## src/rtl/instr_fetch.sv

```systemverilog
// Instruction fetch stage: program memory, PC sequencing, stall, branch redirect
// with a one-cycle squash bubble, and halt on a terminating instruction word.
module instr_fetch #(
  parameter int          IW        = 10,
  parameter int          AW        = 8,
  parameter logic [IW-1:0] HALT_WORD = '0
) (
  input  logic          clk,
  input  logic          reset,
  input  logic          prog_we,
  input  logic [AW-1:0] prog_adr,
  input  logic [IW-1:0] prog_data,
  input  logic          run,
  input  logic          stall,
  input  logic          branch_taken,
  input  logic [AW-1:0] branch_target,
  output logic [IW-1:0] instr_out,
  output logic [AW-1:0] pc_out,
  output logic          instr_valid,
  output logic          halted
);

  typedef enum logic [1:0] {S_IDLE, S_FETCH, S_HALT} state_t;

  localparam int DEPTH = 1 << AW;

  logic [IW-1:0] mem [DEPTH];

  state_t        state_q, state_d;
  logic [AW-1:0] pc_q, pc_d;
  logic [IW-1:0] instr_q, instr_d;
  logic [AW-1:0] pc_out_q, pc_out_d;
  logic          valid_q, valid_d;
  logic          halted_q, halted_d;
  logic          mem_we;
  logic [IW-1:0] mem_rd;

  assign mem_rd = mem[pc_q];

  always_comb begin
    state_d  = state_q;
    pc_d     = pc_q;
    instr_d  = instr_q;
    pc_out_d = pc_out_q;
    valid_d  = valid_q;
    halted_d = halted_q;
    mem_we   = 1'b0;
    case (state_q)
      S_IDLE, S_HALT: begin
        // Program loading is only safe while nothing is being fetched.
        mem_we  = prog_we;
        valid_d = 1'b0;
        if (run) begin
          state_d  = S_FETCH;
          pc_d     = '0;
          halted_d = 1'b0;
        end
      end
      S_FETCH: begin
        if (branch_taken && valid_q) begin
          pc_d    = branch_target;
          valid_d = 1'b0;
        end else if (stall) begin
          // hold everything
        end else if (mem_rd == HALT_WORD) begin
          // Halt word is swallowed; the last real instruction stays on the outputs.
          state_d  = S_HALT;
          halted_d = 1'b1;
          valid_d  = 1'b0;
        end else begin
          instr_d  = mem_rd;
          pc_out_d = pc_q;
          valid_d  = 1'b1;
          pc_d     = pc_q + 1'b1;
        end
      end
      default: state_d = S_IDLE;
    endcase
  end

  always_ff @(posedge clk or posedge reset) begin
    if (reset) begin
      state_q  <= S_IDLE;
      pc_q     <= '0;
      instr_q  <= '0;
      pc_out_q <= '0;
      valid_q  <= 1'b0;
      halted_q <= 1'b0;
    end else begin
      state_q  <= state_d;
      pc_q     <= pc_d;
      instr_q  <= instr_d;
      pc_out_q <= pc_out_d;
      valid_q  <= valid_d;
      halted_q <= halted_d;
    end
  end

  // Memory survives reset.
  always_ff @(posedge clk) begin
    if (mem_we) mem[prog_adr] <= prog_data;
  end

  assign instr_out   = instr_q;
  assign pc_out      = pc_out_q;
  assign instr_valid = valid_q;
  assign halted      = halted_q;

endmodule

```

## config.mk

```make
export PLATFORM = sky130hd
export DESIGN_NAME = instr_fetch
export DESIGN_NICKNAME = d
export VERILOG_FILES = /design/src/rtl/instr_fetch.sv
export SDC_FILE = /design/constraint.sdc
export NUM_CORES = 2
export LEC_CHECK = 0
export BUFFER_PORTS_ARGS = -buffer_cell sky130_fd_sc_hd__buf_2
export CAP_MARGIN = 20
export CORE_MARGIN = 2
export CORE_UTILIZATION = 40
export CTS_CLUSTER_DIAMETER = 60
export DETAILED_ROUTE_END_ITERATION = 6
export PLACE_DENSITY = 0.6
export SYNTH_ARGS = -nofsm -noshare
export SYNTH_HDL_FRONTEND = slang
export SYNTH_SLANG_ARGS = --single-unit
```

## constraint.sdc

```tcl
create_clock -name clk -period 4.5 [get_ports clk]
set_clock_uncertainty 0.15 [all_clocks]
set_input_delay 0.225 -clock clk [delete_from_list [all_inputs] [get_ports clk]]
set_output_delay 0.225 -clock clk [all_outputs]
set_load 0.05 [all_outputs]
```

# Word level (Yosys, flattened, before mapping)
# Memory sizes are Yosys's and may differ from the RTL's.
# Cells that the tools add are included.
[word_totals] reg_bits=30 in_bits=32 romBits=0 latchBits=0 memories=1 ram_bits=2560 wordCells=51
[classes] muxes=22 n_bitwise=3 order_cmp=0 shift=0 div=0 reduce_logical=10 addsub=1 n_eq_ne=8 n_mul=0
[mem_list] name="mem" words=256 word_bits=10 read_ports=1 rd_clocked_by_memory_dff=0 write_ports=1 line="27" text="logic [IW-1:0] mem [DEPTH];"
[op_table] cell="two-way mux 8 bit" count=4
[op_table] cell="case mux 8 bit (2 select lines)" count=1
[op_table] cell="AND reduction 4 bit" count=3
[op_table] cell="logical NOT 10 bit" count=1
[op_table] cell="two-way mux 1 bit" count=10
[op_table] cell="adder 8 x 1 -> 8 bit, second input constant" count=1
[op_table] cell="two-way mux 2 bit" count=4
[op_table] cell="!= test 2 bit, second input constant" count=4
[op_table] cell="!= test 3 bit, second input constant" count=2
[op_table] cell="AND reduction 5 bit" count=1
[op_table] cell="case mux 1 bit (2 select lines)" count=2
[op_table] cell="case mux 2 bit (2 select lines)" count=1
[op_table] cell="NOT 1 bit" count=3
[op_table] cell="equality test 2 x 1 -> 1 bit, second input constant" count=1
[op_table] cell="equality test 2 bit, second input constant" count=1
[op_table] cell="logical NOT 2 bit" count=1
[op_table] cell="AND reduction 2 bit" count=1
[op_table] cell="nonzero test 2 bit" count=1
[op_table] cell="OR reduction 2 bit" count=1
[op_table] cell="logical AND 1 bit" count=1

# Longest topological paths before layout
# An unclocked memory read counts as a cell.
[logic_depth] depth_word=6 mapped_depth=18 mapped_depth_nobuf=10

# Worst setup path before layout
# Ideal clock, no wire load.
[synth_path] path_kind="flip-flop to flip-flop" from="register pc_q[1]" to="register instr_q[0], in the netlist instr_out[0]" path_stages_with_launch=18 path_buffers=7 setup_slack_ps=398 period_less_slack_ps=4102 arrival_time_ps=3825 required_ps=4222 cell_sequence="dfrtp_1 buf_2 buf_2 buf_2 buf_2 buf_1 mux4_2 a221oi_1 o21ai_1 a211oi_2 nor2_1 a32oi_1 nand2_1 or4_1 buf_4 nand2_8 buf_12 mux2_1"
[synth_between] elab_chain_cells=4
[synth_rtl] element="from (decl)" line="30" text="logic [AW-1:0] pc_q, pc_d;"
[synth_rtl] element="from (signal assigned)" line="91" text="pc_q <= pc_d;"
[synth_rtl] element="memory (256 x 10 bit) *"
[synth_rtl] element="logical NOT 10 bit" line="65" text="end else if (mem_rd == HALT_WORD) begin"
[synth_rtl] element="NOT 1 bit (no line)"
[synth_rtl] element="AND reduction 4 bit (no line)"
[synth_rtl] element="to (signal assigned)" line="92" text="instr_q <= instr_d;"
[synth_rtl] element="to (decl)" line="31" text="logic [IW-1:0] instr_q, instr_d;"
# Mark *: on every way between the ends. The rest lies on a longest branch, timed or not.
# A chain may end at the register's enable or synchronous reset.

# Final worst setup path
[layout_path] from="register pc_q[0]" to="register pc_out_q[1], in the netlist pc_out[1]"
[layout_between] elab_chain_cells=4
[layout_rtl] element="memory (256 x 10 bit)"
[layout_rtl] element="logical NOT 10 bit" line="65"
[layout_rtl] element="NOT 1 bit (no line)"
[layout_rtl] element="AND reduction 4 bit (no line)"
[layout_rtl] element="to (signal assigned)" line="93" text="pc_out_q <= pc_out_d;"
[layout_rtl] element="to (decl)" line="32" text="logic [AW-1:0] pc_out_q, pc_out_d;"
# No other way between the ends.

==> out/metrics.yaml <==
pwr-share-comb_pct: 34.4
synthSimpleGateAreaFrac_pct: 2.59
cap_violations: 0
drive_gt1_share_pct: 33.3
grt_pass1_vias: 53900
die_w_um: 506
worst-slew-pin-transition_ns: 1.18
powerDensity_nw_per_um2: 618
rsz0062_at_grt: "yes"
p_clk_share_pct: 29.7
violations: "setup timing"
outcome: "complete, but fails checks"
antenna_found_initial: 8
p_switching_mw: 23.8
fin_tns_setup_ns: -1.34
crit_type: "flip-flop to flip-flop"
synth_fa_ha_area_share_pct: 0.0124
p_int_mw: 51.3
grt_start_max_net_pins: 141
reg2regPathDepth: 15
crit_chain: "buf_12 -> buf_16 -> buf_16 -> buf_16 -> mux4_2 -> nor2_1 -> nor2_2 -> o211ai_1 -> nand4_1 -> a32oi_1 -> nand2_1 -> or4_4 -> buf_12 -> nand2_8 -> mux2_1"
start_util_pct: 40.2
first_pass_iters: 5
min_from: "prog_adr[0]"
worst_hold_slack_ns: 0.0520
routedWlPerCell_um: 32.3
io-pin-count: 52
critical-path-slowest-cell: "or4_4"
endpoint_kind: "flip-flop"
synth_xor_area_share_pct: 0
finalSetupViolations: 20
power_mw: 75.1
syn_area_per_cell_um2: 20.9
coreArea_um2: 251000
fin_nets: 5777
ant_nets: 0
layout_commonest_cell: "edfxtp_1"
regToRegSetupSlack_ns: -0.10
synth_cell_types: 70
fillers: 20500
hold_viol: 0
crit_path_frequent_cell: "buf_16"
synth_area_um2: 101000
worst-path-max-fanout: 7
slew_violations: 0
grt_pass1_wl_mm: 419
yosysWarnings: 0
die_h_um: 506
dr.first_iter.drc_count: 6990
dieArea_um2: 256000
start_kind: "flip-flop"
io_buffer_count: 51
hold_path_class: "primary input to flip-flop"
ys_seq_elements: 2590
period_share_pct: 102
grt_remaining_overflow: 0
dp.cells: 8687
synth_top_flop_cell: "edfxtp_1"
synth_top_family_by_area: "multiplexers"
fin_cells: 9303
seq_area_frac_synth_pct: 77.0
ir_drop_v: 0.000515
syn2layout_area_growth_pct: 20.6
hold_depth: 6
track_usage_pct: 23.1
synth_compound_area_share_pct: 3.00
finalWirelength_mm: 300
clk_latency_ns: 0.96
max_stage_delay_ns: 0.52
period_needed_ns: 4.60
vias: 54300
vias_per_cell: 5.83
syn-num-nets: 4860
gp_congestion: 0.894
hpwl_mm: 191
h-tree-depth: 5
cts_root_buf: "clkbuf_16"
r2r-start: "pc_q[0]$_DFFE_PP0P_"
cts_buffer_depth: 4
seq_power_share_pct: 35.9
final.setup.worst_slack_ns: -0.103
row_count: 184
layout_common_cells: "edfxtp_1 (2560), buf_4 (682), mux4_2 (545)"
worstPathArrival_ns: 5.26
synth-edff-count: 2560
hold_end: "mem[24][2]$_DFFE_PP_"
slew_headroom_pct: 20.9
fmax_mhz: 217
utilization_pct: 48.4
drc: 0
ys_async_sr_fraction_pct: 1.16
crit_required_ns: 5.16
clock-sinks: 2590
muxShareOfSynthArea_pct: 15.8
p_sw_share_pct: 31.7
netlist_instances: 4827
cts_tree: "done"
cts_made_buffers: 288
cts.clk_slew.worst_paths_ns: 0.06
r2r_end: "pc_out[1]$_DFFE_PP0P_"
p_leak_nw: 40.1
==> worst max-delay path: cells and delay by family (launching register included) <==
| kind | cells | cell delay, ns |
|---|---|---|
| and+or+nand+nor | 6 | 1.39 |
| AOI/OAI and AO/OA | 2 | 0.84 |
| muxes | 2 | 0.83 |
| buffers and inverters | 5 | 0.80 |
| DFF | 1 | 0.43 |
==> how the worst max path moves through the flow <==
stage | start | endpoint | depth (start not counted)
floorplan | pc_q[1]$_DFFE_PP0P_ | instr_out[0]$_DFFE_PP0P_ | 17
global placement | pc_q[0]$_DFFE_PP0P_ | instr_out[9]$_DFFE_PP0P_ | 14
detailed placement | pc_q[0]$_DFFE_PP0P_ | instr_out[3]$_DFFE_PP0P_ | 14
CTS | pc_q[0]$_DFFE_PP0P_ | pc_out[5]$_DFFE_PP0P_ | 16
global route | pc_q[0]$_DFFE_PP0P_ | instr_out[8]$_DFFE_PP0P_ | 16
finish | pc_q[0]$_DFFE_PP0P_ | pc_out[1]$_DFFE_PP0P_ | 15
==> per-layer routing <==
| metal | part of all wire [%] | GRT usage [%] | vias to the layer above |
|---|---|---|---|
| met5 | 0.0040 | 0 | - |
| met4 | 4.8 | 9.61 | 2 |
| met3 | 8.6 | 3.96 | 591 |
| met2 | 48 | 37.0 | 2821 |
| met1 | 39 | 31.4 | 28900 |
| li1 | - | - | 22000 |
==> power groups by stage <==
stage / combinational (mW) / sequential (mW) / clock (mW)
floorplan: 12.1 / 27.5 / 0
global placement: 23.3 / 27.5 / 0
detailed placement: 23.3 / 27.5 / 0
global route: 26.7 / 27.0 / 23.5
finish: 25.9 / 27.0 / 22.3
CTS: 25.1 / 27.0 / 22.6
==> cell usage after synthesis, types with 10 or more instances <==
| cell type | count | area [um^2] |
|---|---|---|
| edfxtp_1 | 2560 | 76900 |
| mux4_2 | 545 | 12300 |
| mux2i_1 | 307 | 3070 |
| nor2_1 | 294 | 1100 |
| nand2_1 | 186 | 698 |
| clkbuf_1 | 123 | 462 |
| a22oi_1 | 94 | 706 |
| a21oi_1 | 85 | 425 |
| buf_2 | 53 | 265 |
| mux2_2 | 43 | 484 |
| buf_6 | 42 | 473 |
| nand3_1 | 42 | 210 |
| a221oi_1 | 41 | 359 |
| o21ai_0 | 41 | 205 |
| o22ai_1 | 36 | 225 |
| buf_1 | 33 | 124 |
| dfrtp_1 | 30 | 751 |
| buf_4 | 28 | 210 |
| a31oi_1 | 23 | 144 |
| a32oi_1 | 18 | 158 |
| nor2b_1 | 18 | 113 |
| and3_1 | 12 | 75.1 |
| a22o_1 | 10 | 87.6 |
| mux2_1 | 10 | 113 |
| nand4_1 | 10 | 62.6 |
==> sequential cells by signal, indices dropped and copies added (netlist names) <==
register and cells:
halted 1, instr_out 10, instr_valid 1, mem 2560, pc_out 8, pc_q 8
state_q 2
==> layout make-up <==
class                      instances  area [um^2]  area share, %
clock inverter                   135         1120          0.918
clock buffer                     360         7650           6.29
multi-input combinational       1949        22300           18.4
timing repair buffer             906         8570           7.05
antenna                            6         15.0         0.0124
inverter                           9         48.8         0.0401
tap                             3348         4190           3.45
sequential                      2590        77600           63.9
==> timing repair <==
action,4_1_cts,5_1_grt
hold endpoints to repair,923,0
gates cloned,11,4
endpoints found under the setup margin,30,30
hold buffers,35,0
buffers inserted,37,31
pin swaps,22,20
resized for setup,124,76
==> cells by family (layout without fill, tap and decap cells) <==
kind of cell             after synthesis  count (layout)
flip-flops                          2590            2590
buffers and inverters                289            1410
multiplexers                         905             905
AND/OR/NAND/NOR                      611             612
AO/OA/AOI/OAI                        431             431
adder cells (fa/ha/maj)                1               1
other                                  0               6
==> through the flow <==
stage / worst slack, ns / instance area, um^2
after floorplan: 0.398 / 101000
after global placement: -0.695 / 111000
after detailed placement: -0.635 / 111000
after CTS: -0.00798 / 121000
after global routing: -0.0909 / 122000
final: -0.103 / 122000
Note: power is estimated with default switching activity, not from simulation.
